===== src/rtl/nrisc_pkg.sv =====
// Shared types and constants for the Nrisc instruction-fetch slice.
package nrisc_pkg;

  localparam int unsigned ADDR_W  = 4;
  localparam int unsigned INSTR_W = 8;

  typedef logic [ADDR_W-1:0]  addr_t;
  typedef logic [INSTR_W-1:0] instr_t;

  localparam instr_t HALT_INSTR = 8'hFF;

  typedef enum logic [1:0] {
    IDLE  = 2'd0,
    FETCH = 2'd1,
    HOLD  = 2'd2,
    HALT  = 2'd3
  } fetch_state_e;

endpackage


===== src/rtl/nrisc_pc.sv =====
// Program counter: load (redirect/restart) has priority over increment; wraps modulo 2^ADDR_W.
module nrisc_pc
  import nrisc_pkg::*;
(
  input  logic              clock,
  input  logic              reset,
  input  logic              load,
  input  logic [ADDR_W-1:0] load_pc,
  input  logic              inc,
  output logic [ADDR_W-1:0] pc
);

  always_ff @(posedge clock or posedge reset) begin
    if (reset) begin
      pc <= '0;
    end else if (load) begin
      pc <= load_pc;
    end else if (inc) begin
      pc <= pc + ADDR_W'(1);
    end
  end

endmodule


===== src/rtl/nrisc_fetch_ctrl.sv =====
// Instruction-fetch sequencer: drives instruction-memory address, captures the returned word
// and presents it to decode over valid/ready, with redirect, wrap-around and halt handling.
module nrisc_fetch_ctrl
  import nrisc_pkg::*;
#(
  parameter int unsigned MEM_LAT = 1
) (
  input  logic               clock,
  input  logic               reset,
  input  logic               start,
  output logic [ADDR_W-1:0]  mem_addr,
  input  logic [INSTR_W-1:0] mem_data,
  output logic [INSTR_W-1:0] instr,
  output logic [ADDR_W-1:0]  instr_pc,
  output logic               instr_valid,
  input  logic               instr_ready,
  input  logic               redirect,
  input  logic [ADDR_W-1:0]  redirect_pc,
  output logic               halted,
  output logic [7:0]         fetch_count
);

  localparam int unsigned       WAIT_W    = 2;
  localparam int unsigned       CNT_W     = 8;
  // MEM_LAT is legal in 1..3, so the last wait value fits in WAIT_W bits.
  localparam logic [WAIT_W-1:0] WAIT_LAST = WAIT_W'(MEM_LAT - 1);
  localparam logic [CNT_W-1:0]  CNT_MAX   = '1;

  fetch_state_e       state, state_nxt;
  logic [WAIT_W-1:0]  wait_cnt, wait_cnt_nxt;
  logic [ADDR_W-1:0]  mem_addr_nxt;
  logic [INSTR_W-1:0] instr_nxt;
  logic [ADDR_W-1:0]  instr_pc_nxt;
  logic               instr_valid_nxt;
  logic               halted_nxt;
  logic [CNT_W-1:0]   fetch_count_nxt;

  logic               pc_load;
  logic               pc_inc;
  logic [ADDR_W-1:0]  pc_load_val;
  logic [ADDR_W-1:0]  pc;

  logic               handshake;
  logic               mem_ready;
  logic               is_halt;

  assign handshake = instr_valid & instr_ready;
  assign mem_ready = (wait_cnt == WAIT_LAST);
  assign is_halt   = (instr == HALT_INSTR);

  nrisc_pc u_pc (
    .clock   (clock),
    .reset   (reset),
    .load    (pc_load),
    .load_pc (pc_load_val),
    .inc     (pc_inc),
    .pc      (pc)
  );

  // State and output registers.
  always_ff @(posedge clock or posedge reset) begin
    if (reset) begin
      state       <= IDLE;
      wait_cnt    <= '0;
      mem_addr    <= '0;
      instr       <= '0;
      instr_pc    <= '0;
      instr_valid <= 1'b0;
      halted      <= 1'b0;
      fetch_count <= '0;
    end else begin
      state       <= state_nxt;
      wait_cnt    <= wait_cnt_nxt;
      mem_addr    <= mem_addr_nxt;
      instr       <= instr_nxt;
      instr_pc    <= instr_pc_nxt;
      instr_valid <= instr_valid_nxt;
      halted      <= halted_nxt;
      fetch_count <= fetch_count_nxt;
    end
  end

  // Next-state logic; redirect dominates start in IDLE and aborts any fetch in flight.
  always_comb begin
    state_nxt = state;
    case (state)
      IDLE: begin
        if (!redirect && start) state_nxt = FETCH;
      end
      FETCH: begin
        if (!redirect && mem_ready) state_nxt = HOLD;
      end
      HOLD: begin
        if (redirect) begin
          state_nxt = FETCH;
        end else if (instr_ready) begin
          state_nxt = is_halt ? HALT : FETCH;
        end
      end
      HALT: begin
        if (start) state_nxt = FETCH;
      end
      default: state_nxt = IDLE;
    endcase
  end

  // Datapath next values; a consumed instruction is counted even when a redirect lands with it.
  always_comb begin
    mem_addr_nxt    = mem_addr;
    instr_nxt       = instr;
    instr_pc_nxt    = instr_pc;
    instr_valid_nxt = instr_valid;
    halted_nxt      = halted;
    wait_cnt_nxt    = wait_cnt;
    pc_load         = 1'b0;
    pc_load_val     = redirect_pc;
    pc_inc          = 1'b0;
    fetch_count_nxt = (handshake && (fetch_count != CNT_MAX)) ? fetch_count + CNT_W'(1)
                                                              : fetch_count;
    case (state)
      IDLE: begin
        if (redirect) begin
          pc_load = 1'b1;
        end else if (start) begin
          mem_addr_nxt = pc;
          wait_cnt_nxt = '0;
        end
      end
      FETCH: begin
        if (redirect) begin
          pc_load      = 1'b1;
          mem_addr_nxt = redirect_pc;
          wait_cnt_nxt = '0;
        end else if (mem_ready) begin
          // pc tracks mem_addr while fetching, so the increment yields mem_addr+1.
          instr_nxt       = mem_data;
          instr_pc_nxt    = mem_addr;
          instr_valid_nxt = 1'b1;
          pc_inc          = 1'b1;
          wait_cnt_nxt    = '0;
        end else begin
          wait_cnt_nxt = wait_cnt + WAIT_W'(1);
        end
      end
      HOLD: begin
        if (redirect) begin
          instr_valid_nxt = 1'b0;
          pc_load         = 1'b1;
          mem_addr_nxt    = redirect_pc;
          wait_cnt_nxt    = '0;
        end else if (instr_ready) begin
          instr_valid_nxt = 1'b0;
          if (is_halt) begin
            halted_nxt = 1'b1;
          end else begin
            mem_addr_nxt = pc;
            wait_cnt_nxt = '0;
          end
        end
      end
      HALT: begin
        if (start) begin
          pc_load      = 1'b1;
          pc_load_val  = '0;
          mem_addr_nxt = '0;
          halted_nxt   = 1'b0;
          wait_cnt_nxt = '0;
        end
      end
      default: ;
    endcase
  end

endmodule


===== config.mk =====
export PLATFORM = sky130hd
export DESIGN_NAME = nrisc_fetch_ctrl
export DESIGN_NICKNAME = d
export VERILOG_FILES = /design/src/rtl/nrisc_pkg.sv /design/src/rtl/nrisc_pc.sv /design/src/rtl/nrisc_fetch_ctrl.sv
export SDC_FILE = /design/constraint.sdc
export NUM_CORES = 1
export LEC_CHECK = 0
export CAP_MARGIN = 20
export CORE_MARGIN = 5
export CORE_UTILIZATION = 51
export CTS_CLUSTER_DIAMETER = 60
export CTS_CLUSTER_SIZE = 25
export DETAILED_ROUTE_END_ITERATION = 8
export PLACE_DENSITY = 0.93
export SKIP_CTS_REPAIR_TIMING = 1
export SLEW_MARGIN = 20
export SYNTH_ARGS = -nofsm -noshare
export SYNTH_HDL_FRONTEND = slang
export SYNTH_SLANG_ARGS = --single-unit

===== constraint.sdc =====
create_clock -name clock -period 3.05 [get_ports clock]
set_clock_uncertainty 0.1 [all_clocks]
set_input_delay 0.61 -clock clock [delete_from_list [all_inputs] [get_ports clock]]
set_output_delay 0.61 -clock clock [all_outputs]
set_load 0.01 [all_outputs]

==> flow_metrics.py <==
metrics = {
    "status": {
        "outcome": "complete, no violations",
    },
    "timing": {
        "setup-tns-final_ns": 0,
        "slew_violations": 0,
        "finalHoldViolations": 0,
        "worst_hold_slack_ns": 0.3961,
        "setup_violations": 0,
        "setup_ws_ns": 0.7008,
        "max_slew.worst_pin.slew_ns": 0.4308,
        "rsz0062_at_grt": "false",
        "period_share_pct": 77.02,
        "max_freq_mhz": 425.7,
        "relSlewSlack_pct": 71.28,
        "layout_min_cycle_time_ns": 2.349,
    },
    "synth": {
        "yosys_warnings": 0,
        "async_reset_ff_share_pct": 100.0,
        "seq_area_frac_synth_pct": 47.65,
        "synth.net_count": 214,
        "yosys-top-cells-area": "dfrtp_1, nand2_1, ha_1, mux2_2, a21oi_1",
        "avgSynthCellArea_sq_um": 9.447,
        "synth_cells": 189,
        "syn-cell-area_sq_um": 1785,
        "synthDistinctLibCells": 39,
        "synth_edf_count": 0,
        "synth_top_cell_area_share_pct": 47.65,
        "synth-main-ff-cell": "dfrtp_1",
        "synth_top_area_cell": "dfrtp_1",
        "ys_seq_elements": 34,
    },
    "global_route": {
        "grt_pass1_vias": 1527,
        "antenna_found_initial": 0,
        "gr-total-overflow": 0,
        "track_usage_pct": 18.54,
        "grt_start_max_net_pins": 35,
        "grt_pass1_wl_um": 7231,
    },
    "worst_setup_path": {
        "worstSetupPathType": "input pin to flop",
        "cp_max_fo": 13,
        "critPathCaptureType": "flop",
        "path_buf_inv": 1,
        "cp_cell_sequence": "clkdlybuf4s50_1 -> nand2b_1 -> a221o_1 -> nor3_4 -> mux2_2",
        "cpPeakStageDelay_ns": 0.61,
        "start_kind": "input pin",
        "arrival_ns": 2.48,
        "crit_family": "buffers and inverters",
        "slowest_stage": "clkdlybuf4s50_1",
        "worst_ep_required_time_ns": 3.18,
    },
    "power_and_ir_drop": {
        "vdd_drop_max_v": 0.0003310,
        "cellLeakagePower_nw": 1.097,
        "powerDensity_nw_per_um2": 903.7,
        "report.power.total_mw": 2.111,
    },
    "cts": {
        "clk_path_buf_depth": 2,
        "clock_sinks": 34,
        "root_buffer": "clkbuf_4",
        "tritoncts": "done",
        "htree_num_levels": 2,
        "clkLatencyLatePin_ns": 0.34,
        "clkSlewWorstSetupHoldPaths_ns": 0.10,
        "cts_buffers": 5,
    },
    "drt": {
        "drc": 0,
        "first_pass_iters": 4,
        "via_per_inst": 5.399,
        "first_iter_violations": 124,
        "wirelength_um": 4112,
        "ant_nets": 0,
        "routedWlPerCell_um": 14.63,
        "vias": 1517,
    },
    "die": {
        "dieArea_sq_um": 4784,
        "fp-row-count": 21,
        "ios": 43,
        "die_x_um": 69.17,
        "core_sq_um": 3363,
        "start_util_pct": 53.09,
        "fp.dieH_um": 69.17,
    },
    "finish": {
        "final_common_cell": "nand2_1",
        "fin_cells": 281,
        "layout-drive-gt1-share_pct": 9.362,
        "final_core_util_pct": 69.46,
        "post-route-cell-area_sq_um": 2336,
        "syn_to_final_growth_pct": 30.83,
        "num_antenna_cells": 0,
        "nFillCells": 261,
        "final_net_count": 260,
        "mostFrequentLayoutCells": "nand2_1, clkdlybuf4s50_1, dfrtp_1",
    },
    "placed_design": {
        "dpl.hpwl_um": 3224,
        "postPlaceCellArea_sq_um": 2255,
        "port_buffers": 42,
        "gp_congestion": 0.8773,
        "placed_cells": 274,
        "place_ws_ns": 0.3566,
    },
    "worst_hold_path": {
        "hold_class": "flop to flop",
    },
    "run": {
        "cap_violations": 0,
    },
}
[routing by layer]
metal | global-route usage, % | part of all wire (%)
met5 | 0 | 0
met4 | 5.857 | 2.1
met3 | 7.246 | 6.1
met2 | 30.61 | 48
met1 | 22.17 | 43
[kinds of logic (layout without fill, tap and decap cells)]
family          Yosys count  in the layout  share of synthesized area (%)
mux                       9              9                          5.466
fa+ha+maj                 8              8                          5.606
flops                    34             34                          47.65
simple gates             82             82                          22.08
buf+inv                  17             63                          4.064
compound gates           34             34                          12.68
xor+xnor                  5              5                          2.453
[synth_stat cells, drive strengths merged (2+ instances only)]
library cell / number
nand2: 46
dfrtp: 34
inv: 11
a21oi: 10
nor2: 10
ha: 8
mux2: 6
nand3: 6
o21ai: 6
nand4: 5
a22o: 4
nor3: 4
xnor2: 4
buf: 3
clkbuf: 3
mux2i: 3
o31ai: 3
a21boi: 2
a21o: 2
a31oi: 2
nand2b: 2
o21a: 2
or2b: 2
[path summary, 6_finish.rpt]
check,startpoint,end,slack (ns),depth (start not counted)
max,redirect,mem_addr[0],0.70,5
min,instr_pc[1],instr_pc[1],0.40,2
max reg2reg,state[0],mem_addr[0],0.89,6
min reg2reg,instr_pc[1],instr_pc[1],0.40,2
max in group asynchronous,reset,mem_addr[0],1.98,3
min in group asynchronous,reset,mem_addr[2],0.56,3
[sequential cells by signal (all words and copies together), names as in the netlist]
| signal | cells |
|---|---|
| instr_pc | 4 |
| halted | 1 |
| u_pc.pc | 4 |
| fetch_count | 8 |
| instr_valid | 1 |
| mem_addr | 4 |
| instr | 8 |
| wait_cnt | 2 |
| state | 2 |
[where the power goes]
group | switching [mW] | internal (mW) | total [mW] | leakage (nW)
sequential | 0.168 | 0.628 | 0.796 | 0.422
clock | 0.151 | 0.191 | 0.341 | 0.0443
combinational | 0.453 | 0.521 | 0.974 | 0.630
total | 0.772 | 1.34 | 2.11 | 1.10
[layout make-up]
| class | count | area, sq um | area share (%) |
|---|---|---|---|
| multi-input combinational | 138 | 862.1 | 36.90 |
| sequential | 34 | 850.8 | 36.42 |
| timing repair buffer | 45 | 442.9 | 18.96 |
| tap | 46 | 57.56 | 2.464 |
| clock buffer | 6 | 51.30 | 2.196 |
| inverter | 11 | 41.29 | 1.768 |
| clock inverter | 1 | 30.03 | 1.285 |
[worst min-delay path: stages (launching register included)]
cell and delay (ns):
dfrtp_1 0.36, nand2_1 0.05, nand2_1 0.06
Note: power is estimated with default switching activity, not from simulation.
==> variant 1, RTL diff (same settings) <==
Encoding of `fetch_state_e`: now Gray code (2 bits for 4 states).
--- a/src/rtl/nrisc_pkg.sv
+++ b/src/rtl/nrisc_pkg.sv
@@ -12,6 +12,6 @@
   typedef enum logic [1:0] {
-    IDLE  = 2'd0,
-    FETCH = 2'd1,
-    HOLD  = 2'd2,
-    HALT  = 2'd3
+    IDLE  = 2'b00,
+    FETCH = 2'b01,
+    HOLD  = 2'b11,
+    HALT  = 2'b10
   } fetch_state_e;
Function: no difference found for any inputs over 10 cycles, from zero or initial values and one cycle with reset high; not proved beyond that.
==> variant 1 against the unedited design <==
Wire length shrank 3.1%. Synthesized area down 3.4%. Critical path depth stayed put. Sequential cell count unchanged. Final cell count is 4.3% lower. Via count rose by 0.13%. Core utilization is 2.1 points lower. Worst setup slack better by 100 ps. Cell area shrank 4.5%.
Power is not compared: it rests on default switching activity, and its combinational part moved more than twofold at a synthesized area within 25%.
==> variant 1: results (changes against the unedited design) <==
| Metric | Value |
|---|---|
| Min cycle time layout | `2250 ps (-101 ps)` |
| Met3 Use GR | `0.0509 (-0.0216)` |
| Multiplexer area fraction after synthesis | `0.0566 (+0.00194)` |
| Yosys cell types | `39 (unchanged)` |
| Primary FF master, synth | `dfrtp_1` |
| WL met2 | `1910 um (-4.0%)` |
| Total Routing Usage GR | `0.187 (+0.00191)` |
| Number of global-route vias before repair | `1347 (-12%)` |
| Outcome | `finished clean` |
| Crit path arrival time | `2380 ps (-100 ps)` |
| DR vias | `1519 (+0.13%)` |
| Flop-to-flop setup slack | `1050 ps (+160 ps)` |
| R2R cell count | `5 (-1)` |
| Hold Slack | `390 ps (-5.82 ps)` |
| Diode count | `0 (unchanged)` |
| CP startpoint | `redirect` |
| Seq/Total Area, Yosys | `0.493 (+0.0169)` |
| GR Util met2 | `0.297 (-0.00891)` |
| Synth Area in Adders | `0.0290 (-0.0270)` |
| Initial drt markers | `82 (-34%)` |
| FF-to-FF End | `u_pc.pc[3]` |
| # fillers | `280 (+7.3%)` |
| Placer congestion estimate | `0.838 (-4.4%)` |
| XOR/XNOR Fraction of Synth Area | `0.0203 (-0.00421)` |
| WL final | `3980 um (-3.1%)` |
| Post-Place Cells | `262 (-4.4%)` |
| Synth cell count leaders | `nand2_1 (48), dfrtp_1 (34), nand3_1 (10)` |
| Syn Nets | `200 (-6.5%)` |
| Layout cells sized above 1 | `0.0717 (-0.0219)` |
| Pre-CTS setup slack | `472 ps (+116 ps)` |
| Met3 wire length | `320 um (+27%)` |
| Hpwl dp | `2950 um (-8.4%)` |
| Static Leak | `1.01 nW` |
| Final Instance Count excl. Fillers | `269 (-4.3%)` |
| Largest cells by area after synthesis | `dfrtp_1 (49%), nand2_1 (10%), mux2_1 (3.3%)` |
| Nets | `244 (-6.2%)` |
| Mean post-synth cell area | `9.63 sq um (+2.0%)` |
| First-pass GRT wire length | `6380 um (-12%)` |
| Clock buffer depth | `2 (unchanged)` |
| Area fraction in compound gates after synthesis | `0.148 (+0.0212)` |
| Met1 GRT Util | `0.243 (+0.0217)` |
| Met1 wire length | `1700 um (-4.8%)` |
| Tightest Hold Check Type | `register to register` |
| Worst-path maximum fanout | `15 (+2)` |
variant 1: changes by cell type in the layout (fill, tap and decap cells not counted), moves of 4 or more:
| cell | before | now |
|---|---|---|
| mux2_1 | 0 | 5 |
| ha_1 | 8 | 4 |
| a22oi_1 | 0 | 4 |
| a21oi_1 | 10 | 6 |
| inv_1 | 10 | 3 |
| nand3_1 | 6 | 10 |
| nor2_1 | 10 | 5 |
| mux2_2 | 6 | 1 |
variant 1: worst max-delay path, cell delays in order:
cell	delay, ps
clkdlybuf4s50_1	770
nor2b_1	260
nor3b_1	200
a311o_1	350
a22o_1	180
variant 1: area by class of cell:
cell class              count  area (sq um)  area share
flip-flops and latches     34           851       0.381
multi-input cells         133           817       0.366
repair buffers             45           443       0.199
well taps                  46          57.6      0.0258
clock buffers               5          37.5      0.0168
inverters                   4          15.0     0.00673
clock inverters             2          10.0     0.00449
==> variant 2, RTL diff (config.mk and constraints unchanged) <==
Without the edit above. The package constant `INSTR_W` goes from 8 to 9.
--- a/src/rtl/nrisc_pkg.sv
+++ b/src/rtl/nrisc_pkg.sv
@@ -4,3 +4,3 @@
   localparam int unsigned ADDR_W  = 4;
-  localparam int unsigned INSTR_W = 8;
+  localparam int unsigned INSTR_W = 9;
 
Interface: changed (resized instr and mem_data); port bits go from 43 to 45. The function was not compared with the original's and may differ.
==> variant 2 against the unedited design <==
Sequential share of layout area shrank 0.51 points. Wire length shrank 7.4%. Largest cell class unchanged. Worst setup slack gained 64 ps. Sequential cell count grew 1. Cell area grew 4.4%. Critical path depth is the same. Synthesized area grew 4.0%. Power grew 7.9%. Clock power shrank 3%. Synthesized cell count shrank 18%. Final cell count shrank 10%. Highest routed layer unchanged.
==> variant 2: results (changes against the unedited design) <==
| Metric | Value |
|---|---|
| Outcome | `finished clean` |
| Layout cells sized above 1 | `0.156 (+0.0625)` |
| Yosys cell types | `38 (-2.6%)` |
| Final Instance Count excl. Fillers | `253 (-10%)` |
| CP top delay family | `simple AND/OR/NAND/NOR gates` |
| Worst path slowest cell | `clkdlybuf4s50_1` |
| Hpwl dp | `2900 um (-10%)` |
| FFs w/ async S/R, synth | `1.00 (unchanged)` |
| Total Routing Usage GR | `0.172 (-0.0139)` |
| CP peak stage delay | `600 ps` |
| Nets | `232 (-11%)` |
| Crit path arrival time | `2360 ps (-120 ps)` |
| Largest cells by area after synthesis | `dfrtp_1 (47%), ha_1 (6.1%), mux2_2 (6.1%)` |
| Met3 Use GR | `0.0619 (-0.0106)` |
| Clock root buffer master | `clkbuf_8` |
| Pin count of the biggest net entering global routing | `36 (+2.9%)` |
| Number of port buffers | `44 (+4.8%)` |
| Drc violations | `0 (unchanged)` |
| Worst-path maximum fanout | `10 (-3)` |
| Largest regs | `instr: 9 flops, fetch_count: 8 flops` |
| Synth warnings | `0 (unchanged)` |
| WL final | `3810 um (-7.4%)` |
| Cells after synthesis | `155 (-18%)` |
| Worst-Skew Late Latency | `290 ps (-50 ps)` |
| Tightest Hold Check Type | `register to register` |
| Initial drt markers | `77 (-38%)` |
| Diode count | `0 (unchanged)` |
| # H-tree levels | `2 (unchanged)` |
| Seq/Total Area, Yosys | `0.472 (-0.00483)` |
| Syn Nets | `182 (-15%)` |
| Clock buffer depth | `2 (unchanged)` |
| Worst Max-Slew Pin Slew | `464 ps (+33.0 ps)` |
| Max VDD drop | `602 uV (+82%)` |
| Met1 GRT Util | `0.212 (-0.00959)` |
| Sw Share | `0.350 (-0.0159)` |
| Synth cell count leaders | `dfrtp_1 (35), mux2_2 (10), a21oi_1 (9), ha_1 (9)` |
| First-pass GRT wire length | `6710 um (-7.3%)` |
| Pre-CTS setup slack | `478 ps (+121 ps)` |
| Placed instance area | `0.00235 sq mm (+4.3%)` |
| Clock Pin Slew Worst Setup and Hold Paths | `70 ps (-30 ps)` |
| DR vias | `1365 (-10%)` |
| Max-Cap Viols | `0 (unchanged)` |
| GR Util met2 | `0.278 (-0.0286)` |
| Placer congestion estimate | `0.759 (-14%)` |
| Static Leak | `1.08 nW (-1.2%)` |
[variant 2: changes by cell type after synthesis, moves of 3 or more]
cell,delta
nand2_1,-38
mux2i_1,+3
clkbuf_1,-3
mux2_2,+4
mux2_1,+4
nor2_1,-5
mux2_4,+4
o31ai_1,-3
[variant 2: final cells by class]
type | instances | area, sq um
clock inverter | 1 | 5.00
sequential | 35 | 876
inverter | 10 | 37.5
fill | 256 | 1170
tap | 48 | 60.1
clock buffer | 6 | 82.6
multi-input combinational | 107 | 922
timing repair buffer | 46 | 455
[variant 2: routing by layer]
layer  vias to the layer above  share of wire
met2                        41           0.48
met3                         6          0.067
met4                         0          0.015
met1                       661           0.44
met5                         -              0
li1                        657              -
[variant 2: path summary, 6_finish.rpt]
kind	slack, ps	to	cells past startpoint	start
worst max-delay path	760	mem_addr[0]	5	redirect
worst min-delay path	390	fetch_count[5]	1	fetch_count[5]
worst max register to register	970	mem_addr[0]	6	state[0]
worst min register to register	390	fetch_count[5]	1	fetch_count[5]
max in group asynchronous	1910	u_pc.pc[1]	3	reset
min in group asynchronous	630	fetch_count[3]	3	reset
[variant 2: power by group through the flow]
stage | clock network, W | logic [W] | registers [W]
4_1_cts | 0.000337 | 0.00112 | 0.000843
3_3_place_gp | 0 | 0.00108 | 0.000835
2_1_floorplan | 0 | 0.000612 | 0.000885
3_5_place_dp | 0 | 0.00112 | 0.000849
6_report | 0.000332 | 0.00110 | 0.000842
5_1_grt | 0.000359 | 0.00122 | 0.000874
[variant 2: cell families after synthesis]
logic type,count (synthesis),synth area share
buf+inv,13,0.0317
xor+xnor,5,0.0236
simple gates,39,0.144
fa+ha+maj,9,0.0606
flops,35,0.472
compound gates,30,0.119
mux,24,0.150
